### config.mk
export PLATFORM = sky130hd
export DESIGN_NAME = systolic_tile_ctrl_flat
export DESIGN_NICKNAME = d
export VERILOG_FILES = /design/src/rtl/systolic_tile_ctrl_if.sv /design/src/rtl/systolic_tile_ctrl.sv /design/src/flat_wrapper.sv
export SDC_FILE = /design/constraint.sdc
export NUM_CORES = 1
export LEC_CHECK = 0
export CELL_PAD_IN_SITES_DETAIL_PLACEMENT = 1
export CELL_PAD_IN_SITES_GLOBAL_PLACEMENT = 2
export CORE_AREA = 2 2 255 257
export DETAILED_ROUTE_END_ITERATION = 8
export DIE_AREA = 0 0 257 259
export DONT_BUFFER_PORTS = 1
export GPL_TIMING_DRIVEN = 0
export PLACE_DENSITY_LB_ADDON = 0.1
export SLEW_MARGIN = 20
export SYNTH_ARGS = -nofsm -noshare
export SYNTH_HDL_FRONTEND = slang
export SYNTH_SLANG_ARGS = --single-unit
export TNS_END_PERCENT = 100
### constraint.sdc
create_clock -name clk -period 3.4 [get_ports clk]
set_input_delay 0.51 -clock clk [delete_from_list [all_inputs] [get_ports clk]]
set_output_delay 0.51 -clock clk [all_outputs]
set_load 0.01 [all_outputs]
### src/rtl/systolic_tile_ctrl_if.sv
`default_nettype none
// +-----------------------------------------------------------------------------+
// | systolic_tile_ctrl_if : host-side start/status, A/B row and C row streams   |
// | Revision 1.0                                                                |
// +-----------------------------------------------------------------------------+
interface systolic_tile_ctrl_if #(
    parameter int BITS_AB = 8,
    parameter int BITS_C  = 16,
    parameter int DIM     = 8
);
    localparam int ROWBITS = $clog2(DIM);

    logic                   start;
    logic                   busy;
    logic                   done;
    logic                   in_valid;
    logic                   in_ready;
    logic [DIM*BITS_AB-1:0] in_A;
    logic [DIM*BITS_AB-1:0] in_B;
    logic                   out_valid;
    logic                   out_ready;
    logic [ROWBITS-1:0]     out_row;
    logic [DIM*BITS_C-1:0]  out_C;

    modport slave (
        input  start, in_valid, in_A, in_B, out_ready,
        output busy, done, in_ready, out_valid, out_row, out_C
    );

    modport master (
        output start, in_valid, in_A, in_B, out_ready,
        input  busy, done, in_ready, out_valid, out_row, out_C
    );
endinterface
`default_nettype wire

### src/rtl/systolic_tile_ctrl.sv
`default_nettype none
// +-----------------------------------------------------------------------------+
// | systolic_tile_ctrl : load A/B rows, flush array, stream C rows, clear C      |
// | Revision 1.0                                                                |
// +-----------------------------------------------------------------------------+
module systolic_tile_ctrl #(
    parameter  int BITS_AB = 8,
    parameter  int BITS_C  = 16,
    parameter  int DIM     = 8,
    localparam int ROWBITS = $clog2(DIM)
) (
    input  wire logic               clk,
    input  wire logic               rst,
    systolic_tile_ctrl_if.slave     host,
    output logic                    en,
    output logic                    WrEnMemA,
    output logic [ROWBITS-1:0]      Arow,
    output logic [DIM*BITS_AB-1:0]  Ain,
    output logic [DIM*BITS_AB-1:0]  Bin,
    output logic                    WrEn,
    output logic [ROWBITS-1:0]      Crow,
    output logic [DIM*BITS_C-1:0]   Cin,
    input  wire logic [DIM*BITS_C-1:0] Cout
);
    localparam int CW = ROWBITS + 2;
    localparam logic [CW-1:0] c_last_row   = CW'(DIM - 1);
    localparam logic [CW-1:0] c_flush_last = CW'(2 * DIM - 1);

    typedef enum logic [2:0] {
        S_IDLE  = 3'd0,
        S_LOAD  = 3'd1,
        S_FLUSH = 3'd2,
        S_RDSET = 3'd3,
        S_RDOUT = 3'd4,
        S_CLEAR = 3'd5
    } state_t;

    state_t        state_q, state_d;
    logic [CW-1:0] cnt_q, cnt_d;
    logic [CW-1:0] row_q, row_d;
    logic          done_q, done_d;
    logic          beat;

    always_ff @(posedge clk or posedge rst) begin
        if (rst) begin
            state_q <= S_IDLE;
            cnt_q   <= '0;
            row_q   <= '0;
            done_q  <= 1'b0;
        end else begin
            state_q <= state_d;
            cnt_q   <= cnt_d;
            row_q   <= row_d;
            done_q  <= done_d;
        end
    end

    always_comb begin
        state_d = state_q;
        cnt_d   = cnt_q;
        row_d   = row_q;
        done_d  = 1'b0;
        beat    = (state_q == S_LOAD) && host.in_valid;

        case (state_q)
            // done_q marks the first IDLE cycle; a start seen then is deliberately dropped
            S_IDLE: begin
                if (host.start && !done_q) begin
                    state_d = S_LOAD;
                    cnt_d   = '0;
                end
            end
            S_LOAD: begin
                if (beat) begin
                    if (cnt_q == c_last_row) begin
                        state_d = S_FLUSH;
                        cnt_d   = '0;
                    end else begin
                        cnt_d = cnt_q + 1'b1;
                    end
                end
            end
            S_FLUSH: begin
                if (cnt_q == c_flush_last) begin
                    state_d = S_RDSET;
                    cnt_d   = '0;
                    row_d   = '0;
                end else begin
                    cnt_d = cnt_q + 1'b1;
                end
            end
            S_RDSET: state_d = S_RDOUT;
            S_RDOUT: begin
                if (host.out_ready) begin
                    if (row_q == c_last_row) begin
                        state_d = S_CLEAR;
                        row_d   = '0;
                    end else begin
                        state_d = S_RDSET;
                        row_d   = row_q + 1'b1;
                    end
                end
            end
            S_CLEAR: begin
                if (row_q == c_last_row) begin
                    state_d = S_IDLE;
                    row_d   = '0;
                    done_d  = 1'b1;
                end else begin
                    row_d = row_q + 1'b1;
                end
            end
            default: state_d = S_IDLE;
        endcase

        host.busy      = (state_q != S_IDLE);
        host.done      = done_q;
        host.in_ready  = (state_q == S_LOAD);
        host.out_valid = (state_q == S_RDOUT);
        host.out_row   = row_q[ROWBITS-1:0];
        host.out_C     = Cout;

        // The array only advances on real load beats and during the flush window
        en       = beat || (state_q == S_FLUSH);
        WrEnMemA = beat;
        Arow     = cnt_q[ROWBITS-1:0];
        Ain      = host.in_A;
        Bin      = beat ? host.in_B : '0;
        WrEn     = (state_q == S_CLEAR);
        Crow     = row_q[ROWBITS-1:0];
        Cin      = '0;
    end
endmodule
`default_nettype wire

### src/flat_wrapper.sv
// flat-port wrapper written by rule: the top's interface ports become plain ports
module systolic_tile_ctrl_flat 
#(
    parameter  int BITS_AB = 8,
    parameter  int BITS_C  = 16,
    parameter  int DIM     = 8,
    localparam int ROWBITS = $clog2(DIM)
)
  (clk, rst, en, WrEnMemA, Arow, Ain, Bin, WrEn, Crow, Cin, Cout, host_start, host_in_valid, host_in_A, host_in_B, host_out_ready, host_busy, host_done, host_in_ready, host_out_valid, host_out_row, host_out_C);
  systolic_tile_ctrl_if #(.BITS_AB(BITS_AB), .BITS_C(BITS_C), .DIM(DIM)) host_i ();
  input  wire logic clk;
  input  wire logic rst;
  output logic en;
  output logic WrEnMemA;
  output logic [ROWBITS-1:0] Arow;
  output logic [DIM*BITS_AB-1:0] Ain;
  output logic [DIM*BITS_AB-1:0] Bin;
  output logic WrEn;
  output logic [ROWBITS-1:0] Crow;
  output logic [DIM*BITS_C-1:0] Cin;
  input  wire logic [DIM*BITS_C-1:0] Cout;
  input wire logic [$bits(host_i.start)-1:0] host_start;
  input wire logic [$bits(host_i.in_valid)-1:0] host_in_valid;
  input wire logic [$bits(host_i.in_A)-1:0] host_in_A;
  input wire logic [$bits(host_i.in_B)-1:0] host_in_B;
  input wire logic [$bits(host_i.out_ready)-1:0] host_out_ready;
  output wire logic [$bits(host_i.busy)-1:0] host_busy;
  output wire logic [$bits(host_i.done)-1:0] host_done;
  output wire logic [$bits(host_i.in_ready)-1:0] host_in_ready;
  output wire logic [$bits(host_i.out_valid)-1:0] host_out_valid;
  output wire logic [$bits(host_i.out_row)-1:0] host_out_row;
  output wire logic [$bits(host_i.out_C)-1:0] host_out_C;
  assign host_i.start = host_start;
  assign host_i.in_valid = host_in_valid;
  assign host_i.in_A = host_in_A;
  assign host_i.in_B = host_in_B;
  assign host_i.out_ready = host_out_ready;
  assign host_busy = host_i.busy;
  assign host_done = host_i.done;
  assign host_in_ready = host_i.in_ready;
  assign host_out_valid = host_i.out_valid;
  assign host_out_row = host_i.out_row;
  assign host_out_C = host_i.out_C;
  systolic_tile_ctrl #(.BITS_AB(BITS_AB), .BITS_C(BITS_C), .DIM(DIM)) u_core (.clk(clk), .rst(rst), .host(host_i), .en(en), .WrEnMemA(WrEnMemA), .Arow(Arow), .Ain(Ain), .Bin(Bin), .WrEn(WrEn), .Crow(Crow), .Cin(Cin), .Cout(Cout));
endmodule
==> results of run 1 <==
kinds of logic (layout without fill, tap and decap cells):
logic type,Yosys count,in the layout,synth area share
flops,14,14,0.0923
xor+xnor,2,2,0.00462
other cells,1,132,0.000988
buf+inv,349,353,0.677
fa+ha+maj,4,4,0.0132
simple gates,103,103,0.161
compound gates,26,26,0.0514
final timing paths:
path	to	slack, ns
max in group asynchronous	u_core.row_q[2]	2.62
hold / removal	u_core.cnt_q[0]	0.28
setup reg to reg	u_core.row_q[2]	1.18
hold reg to reg	u_core.row_q[4]	0.49
min in group clk	u_core.state_q[1]	0.49
setup / recovery	Bin[23]	0.38
through the flow:
stage	area [um2]	setup slack, ns
2_1_floorplan	4270	1.44
3_3_place_gp	5340	0.466
3_5_place_dp	5340	0.513
4_1_cts	5430	0.231
5_1_grt	5440	0.166
6_report	5440	0.378
worst register-to-register path, delay by kind of cell, from the launching register on:
| kind | cells | cell delay [ns] |
|---|---|---|
| buffers and inverters | 2 | 0.14 |
| AO/OA/AOI/OAI | 1 | 0.39 |
| flip-flops | 1 | 0.42 |
| AND/OR/NAND/NOR | 3 | 0.72 |
| adder cells (fa/ha/maj) | 2 | 0.47 |
state kept, by name (all words and copies together), names as in the netlist:
register          count
u_core.row_q          5
u_core.state_q        3
u_core.host.done      1
u_core.cnt_q          5
power by group through the flow:
stage / sequential [mW] / combinational (mW) / clock [mW]
global route: 0.313 / 1.40 / 0.288
CTS: 0.301 / 1.30 / 0.283
finish: 0.297 / 1.28 / 0.268
detailed placement: 0.305 / 1.29 / 0
global placement: 0.307 / 1.33 / 0
floorplan: 0.276 / 1.03 / 0
synth_stat cells, types with 2 or more instances:
| library cell | instances |
|---|---|
| nor2_1 | 8 |
| xor2_1 | 2 |
| buf_4 | 329 |
| a21oi_1 | 3 |
| inv_1 | 8 |
| and2_1 | 66 |
| a22o_1 | 3 |
| ha_1 | 4 |
| nor2b_1 | 2 |
| nand3_1 | 7 |
| nand2_1 | 8 |
| dfrtp_1 | 14 |
| buf_6 | 3 |
| clkbuf_1 | 7 |
| o32ai_1 | 2 |
| nand2b_1 | 4 |
| o21ai_0 | 9 |
per-layer routing:
layer,vias to the layer above,track usage,part of all wire
met5,-,0,0.00074
met4,2,0.0161,0.029
met3,19,0.0122,0.091
met2,286,0.0907,0.59
met1,1370,0.0409,0.29
li1,1352,-,-
layout make-up:
class	count	area share
diodes	4	0.00184
plain buffers	340	0.466
clock buffers	4	0.0163
inverters	9	0.00621
multi-input cells	263	0.249
flip-flops and latches	14	0.0644
well taps	855	0.197
==> results.py, run 1 <==
metrics = {
    "run_status": {
        "outcome": "completed",
    },
    "clock_network": {
        "clk_pin_slew_ns": 0.06,
        "cts_setup_buffers": 0,
        "ctsHoldBuffers": 0,
        "cts_max_path_buffers": 2,
        "post_cts_resize_count": 0,
        "cts-root-buf": "clkbuf_16",
        "cts_num_sinks": 14,
        "cts_tree": "built",
        "htree_levels": 1,
        "clk_latency_ns": 0.25,
        "cts_buffers": 3,
    },
    "final_layout": {
        "drive_gt1_frac": 0.541,
        "n_fill_cell": 7741,
        "final_nets": 896,
        "multi_input_area_mm2": 0.00135,
        "area_growth_pct": 43.4,
        "instances_no_fill": 1489,
        "layout_commonest_cell": "buf_4",
        "final_cell_mix": "buf_4, conb_1, and2_1",
        "final_util": 0.0852,
        "seqCellArea_um2": 350,
    },
    "timing": {
        "fin_setup_tns_ns": 0,
        "final-hold-violation-count": 0,
        "final.min_clock_period_ns": 3.02,
        "rsz0062_at_grt": "false",
        "timing.hold.ws_ns": 0.284,
        "slew-limit-headroom": 0.440,
        "fmax_mhz": 331,
        "finClkSkew_ns": 0.00223,
        "drv_slew": 0,
        "fin_crit_sh": 0.889,
        "setup_viol": 0,
        "worst_pin_slew_ns": 0.832,
    },
    "routing": {
        "drt_first_iter_violations": 66,
        "ant_nets": 0,
        "drcViolationCount": 0,
        "drtPass1Iterations": 4,
        "drt-total-wl_um": 17500,
        "vias": 3029,
        "wl_per_cell_um": 11.8,
        "viasPerCell": 2.03,
    },
    "placement": {
        "dp_cells": 1481,
        "hpwl_um": 16300,
        "port-buffer-count": 0,
        "globalplace.congestion": 0.718,
    },
    "worst_setup_path": {
        "critPathMaxStageDelay_ns": 0.47,
        "critPathKind": "flop to output pin",
        "cp_slowest_cell": "clkbuf_1",
        "crit_chain": "buf_6 > nor2_2 > nand3_1 > inv_2 > buf_2 > clkbuf_1 > and2_1",
        "required_ns": 2.89,
        "crit_path_start": "u_core.state_q[2]",
        "crit_buf_inv": 4,
        "path_delay_family": "buffers and inverters",
        "end_kind": "output pin",
        "worstSetupStartpointType": "flop",
        "r2r_cells": 8,
        "cp.arrival_ns": 2.51,
        "cp_num_cells": 7,
        "path_max_fanout": 11,
        "r2r_start": "u_core.cnt_q[1]",
    },
    "logic_synthesis": {
        "ys_ff_latch": 14,
        "async_flop_share": 1.00,
        "synth_area_mm2": 0.00379,
        "synth_edf_count": 0,
        "yosys_warnings": 0,
        "synth_top_cell_by_area": "buf_4",
        "avgSynthCellArea_um2": 7.60,
        "synth_ff_type": "dfrtp_1",
        "ys_seq_area_frac": 0.0923,
        "syn_inst": 499,
        "yosysTopAreaCellShare": 0.651,
        "ys_types": 37,
        "synth.area.top_cells": "buf_4, and2_1, dfrtp_1",
    },
    "pwr": {
        "ir_drop_mv": 0.173,
        "switching_share": 0.496,
        "p_sw_mw": 0.912,
        "power_frac_clock": 0.145,
        "p_int_mw": 0.928,
        "p_per_area_mw_per_mm2": 338,
        "pwr-share-seq": 0.161,
        "report.power.total_mw": 1.84,
        "pwr-share-comb": 0.693,
        "power_leakage_nw": 2.73,
    },
    "global_route": {
        "grt_pass1_wl_um": 21600,
        "track_usage": 0.0442,
        "grt_max_degree": 15,
        "grt_overflow": 0,
        "antenna_found_initial": 5,
        "grt_pass1_vias": 2894,
    },
    "job": {
        "drv_cap": 0,
    },
    "floorplan": {
        "start_util": 0.0594,
        "rows": 93,
        "fp.dieH_um": 259,
        "dieArea_mm2": 0.0666,
        "dieWidth_um": 257,
        "core-area_mm2": 0.0639,
        "ios": 661,
    },
    "worst_hold_path": {
        "hp-class": "primary input to asynchronous set/reset pin",
    },
}
No activity file was read; power rests on OpenSTA's default activity.
==> run 2: changes to the inputs <==
--- a/config.mk
+++ b/config.mk
@@ -9,5 +9,5 @@
 export CELL_PAD_IN_SITES_GLOBAL_PLACEMENT = 2
-export CORE_AREA = 2 2 255 257
+export CORE_AREA = 2 2 256 258
 export DETAILED_ROUTE_END_ITERATION = 8
-export DIE_AREA = 0 0 257 259
+export DIE_AREA = 0 0 258 260
 export DONT_BUFFER_PORTS = 1
==> constraint.sdc (replaced) <==
create_clock -name clk -period 2.83 [get_ports clk]
set_input_delay 0 -clock clk [delete_from_list [all_inputs] [get_ports clk]]
set_output_delay 0 -clock clk [all_outputs]
set_load 0.01 [all_outputs]
==> results.py, run 2 (synthesis results as in run 1) <==
metrics = {
    "placement": {
        "hpwl_um": 16200,
        "globalplace.congestion": 0.729,
        "dp_slack_ns": 0.461,
        "port-buffer-count": 0,
        "place_area_mm2": 0.00534,
    },
    "timing": {
        "finClkSkew_ns": 0.00454,
        "fin_crit_sh": 0.861,
        "fin_setup_tns_ns": 0,
        "fmax_mhz": 410,
        "setup_viol": 0,
        "finalWorstSetupSlack_ns": 0.393,
        "worst_pin_slew_ns": 0.825,
        "final-hold-violation-count": 0,
        "timing.hold.ws_ns": 0.0650,
        "slew-limit-headroom": 0.444,
        "rsz0062_at_grt": "false",
        "final.min_clock_period_ns": 2.44,
        "drv_slew": 0,
    },
    "worst_setup_path": {
        "reg2reg_slack_ns": 0.62,
        "crit_chain": "buf_6 > nor2_2 > nand3_1 > inv_2 > buf_2 > clkbuf_1 > and2_1",
        "crit_buf_inv": 4,
        "r2r_start": "u_core.cnt_q[1]",
        "end_kind": "output pin",
        "critPathKind": "flop to output pin",
        "cp_num_cells": 7,
        "required_ns": 2.83,
        "path_max_fanout": 10,
        "worstSetupStartpointType": "flop",
        "critPathMaxStageDelay_ns": 0.41,
        "rr_endpoint": "u_core.row_q[2]",
        "path_delay_family": "buffers and inverters",
        "crit_end": "Bin[36]",
        "cp.arrival_ns": 2.44,
        "cp_slowest_cell": "dfrtp_1",
        "r2r_cells": 8,
        "crit_path_start": "u_core.state_q[2]",
    },
    "final_layout": {
        "layout_commonest_cell": "buf_4",
        "reg.largest.list": "u_core.cnt_q (5), u_core.row_q (5), u_core.state_q (3)",
        "multi_input_area_mm2": 0.00135,
        "seqCellArea_um2": 350,
        "area_growth_pct": 43.7,
        "n_fill_cell": 7784,
        "drive_gt1_frac": 0.538,
        "postLayoutCellArea_mm2": 0.00545,
        "final_cell_mix": "buf_4, conb_1, and2_1",
        "final_nets": 899,
    },
    "routing": {
        "vias": 3023,
        "drt-total-wl_um": 17500,
        "viasPerCell": 2.03,
        "drt_first_iter_violations": 40,
        "drtPass1Iterations": 4,
        "wl_per_cell_um": 11.7,
        "ant_nets": 0,
        "drcViolationCount": 0,
    },
    "global_route": {
        "grt_overflow": 0,
        "grt_pass1_wl_um": 21700,
        "track_usage": 0.0438,
        "antenna_found_initial": 6,
        "grt_max_degree": 15,
        "grt_pass1_vias": 2998,
    },
    "floorplan": {
        "dieWidth_um": 258,
        "dieArea_mm2": 0.0671,
        "rows": 93,
        "fp.dieH_um": 260,
        "start_util": 0.0592,
        "ios": 661,
        "core-area_mm2": 0.0641,
    },
    "clock_network": {
        "cts_max_path_buffers": 2,
        "post_cts_resize_count": 0,
        "htree_levels": 1,
        "cts-root-buf": "clkbuf_16",
        "clk_latency_ns": 0.25,
        "cts_tree": "built",
        "clk_pin_slew_ns": 0.05,
        "cts_buffers": 3,
        "cts_num_sinks": 14,
    },
    "pwr": {
        "power_leakage_nw": 2.74,
        "p_per_area_mw_per_mm2": 402,
        "ir_drop_mv": 0.145,
    },
    "job": {
        "drv_cap": 0,
    },
    "worst_hold_path": {
        "hp-class": "primary input to flop",
    },
    "run_status": {
        "outcome": "completed",
    },
}
run 2: what timing repair did:
item,in CTS,in global routing
hold buffers,3,0
endpoints found under the hold margin,16,0
buffers inserted,0,0
endpoints found under the setup margin,0,0
run 2: how the worst min path moves through the flow:
stage | from | end | slack, ns | cells past startpoint
6_report | host_in_valid | u_core.state_q[1] | 0.07 | 3
5_1_grt | host_in_valid | u_core.state_q[1] | 0.09 | 3
4_1_cts | host_in_valid | u_core.state_q[1] | 0.07 | 3
3_5_place_dp | rst | u_core.cnt_q[1] | 0.09 | 1
3_3_place_gp | rst | u_core.cnt_q[1] | 0.09 | 1
2_1_floorplan | rst | u_core.cnt_q[0] | -0.11 | 1
run 2: report_power, final:
group | switching (mW) | internal, mW | total [mW]
clock network | 0.102 | 0.186 | 0.288
registers | 0.0909 | 0.266 | 0.357
logic | 0.908 | 0.637 | 1.55
total | 1.10 | 1.09 | 2.19
run 2: metal layers:
layer | global-route usage | wire length [um] | share of wire | vias to the layer above
met1 | 0.0423 | 5330 | 0.30 | 1356
met5 | 0 | 16 | 0.00091 | -
li1 | - | - | - | 1354
met2 | 0.0904 | 10300 | 0.59 | 294
met4 | 0.0135 | 376 | 0.021 | 2
met3 | 0.0101 | 1460 | 0.083 | 17
run 2: per-stage QoR:
stage                     total power [mW]    util  std cells
after floorplan                       1.57       -        626
after global placement                1.97  0.0833       1481
after detailed placement              1.93  0.0833       1481
after CTS                             2.24  0.0849       1487
after global routing                  2.39  0.0851       1490
final                                 2.19  0.0851       1490
run 2: layout make-up:
type | count | area share
repair buffers | 3 | 0.00551
multi-input cells | 263 | 0.248
well taps | 855 | 0.196
plain buffers | 340 | 0.465
diodes | 3 | 0.00138
clock buffers | 3 | 0.0138
inverters | 9 | 0.00619
flip-flops and latches | 14 | 0.0642
run 2: tightest hold or removal path, stage by stage:
cell     delay (ns)
inv_1          0.04
o31a_1         0.15
o32ai_1        0.08
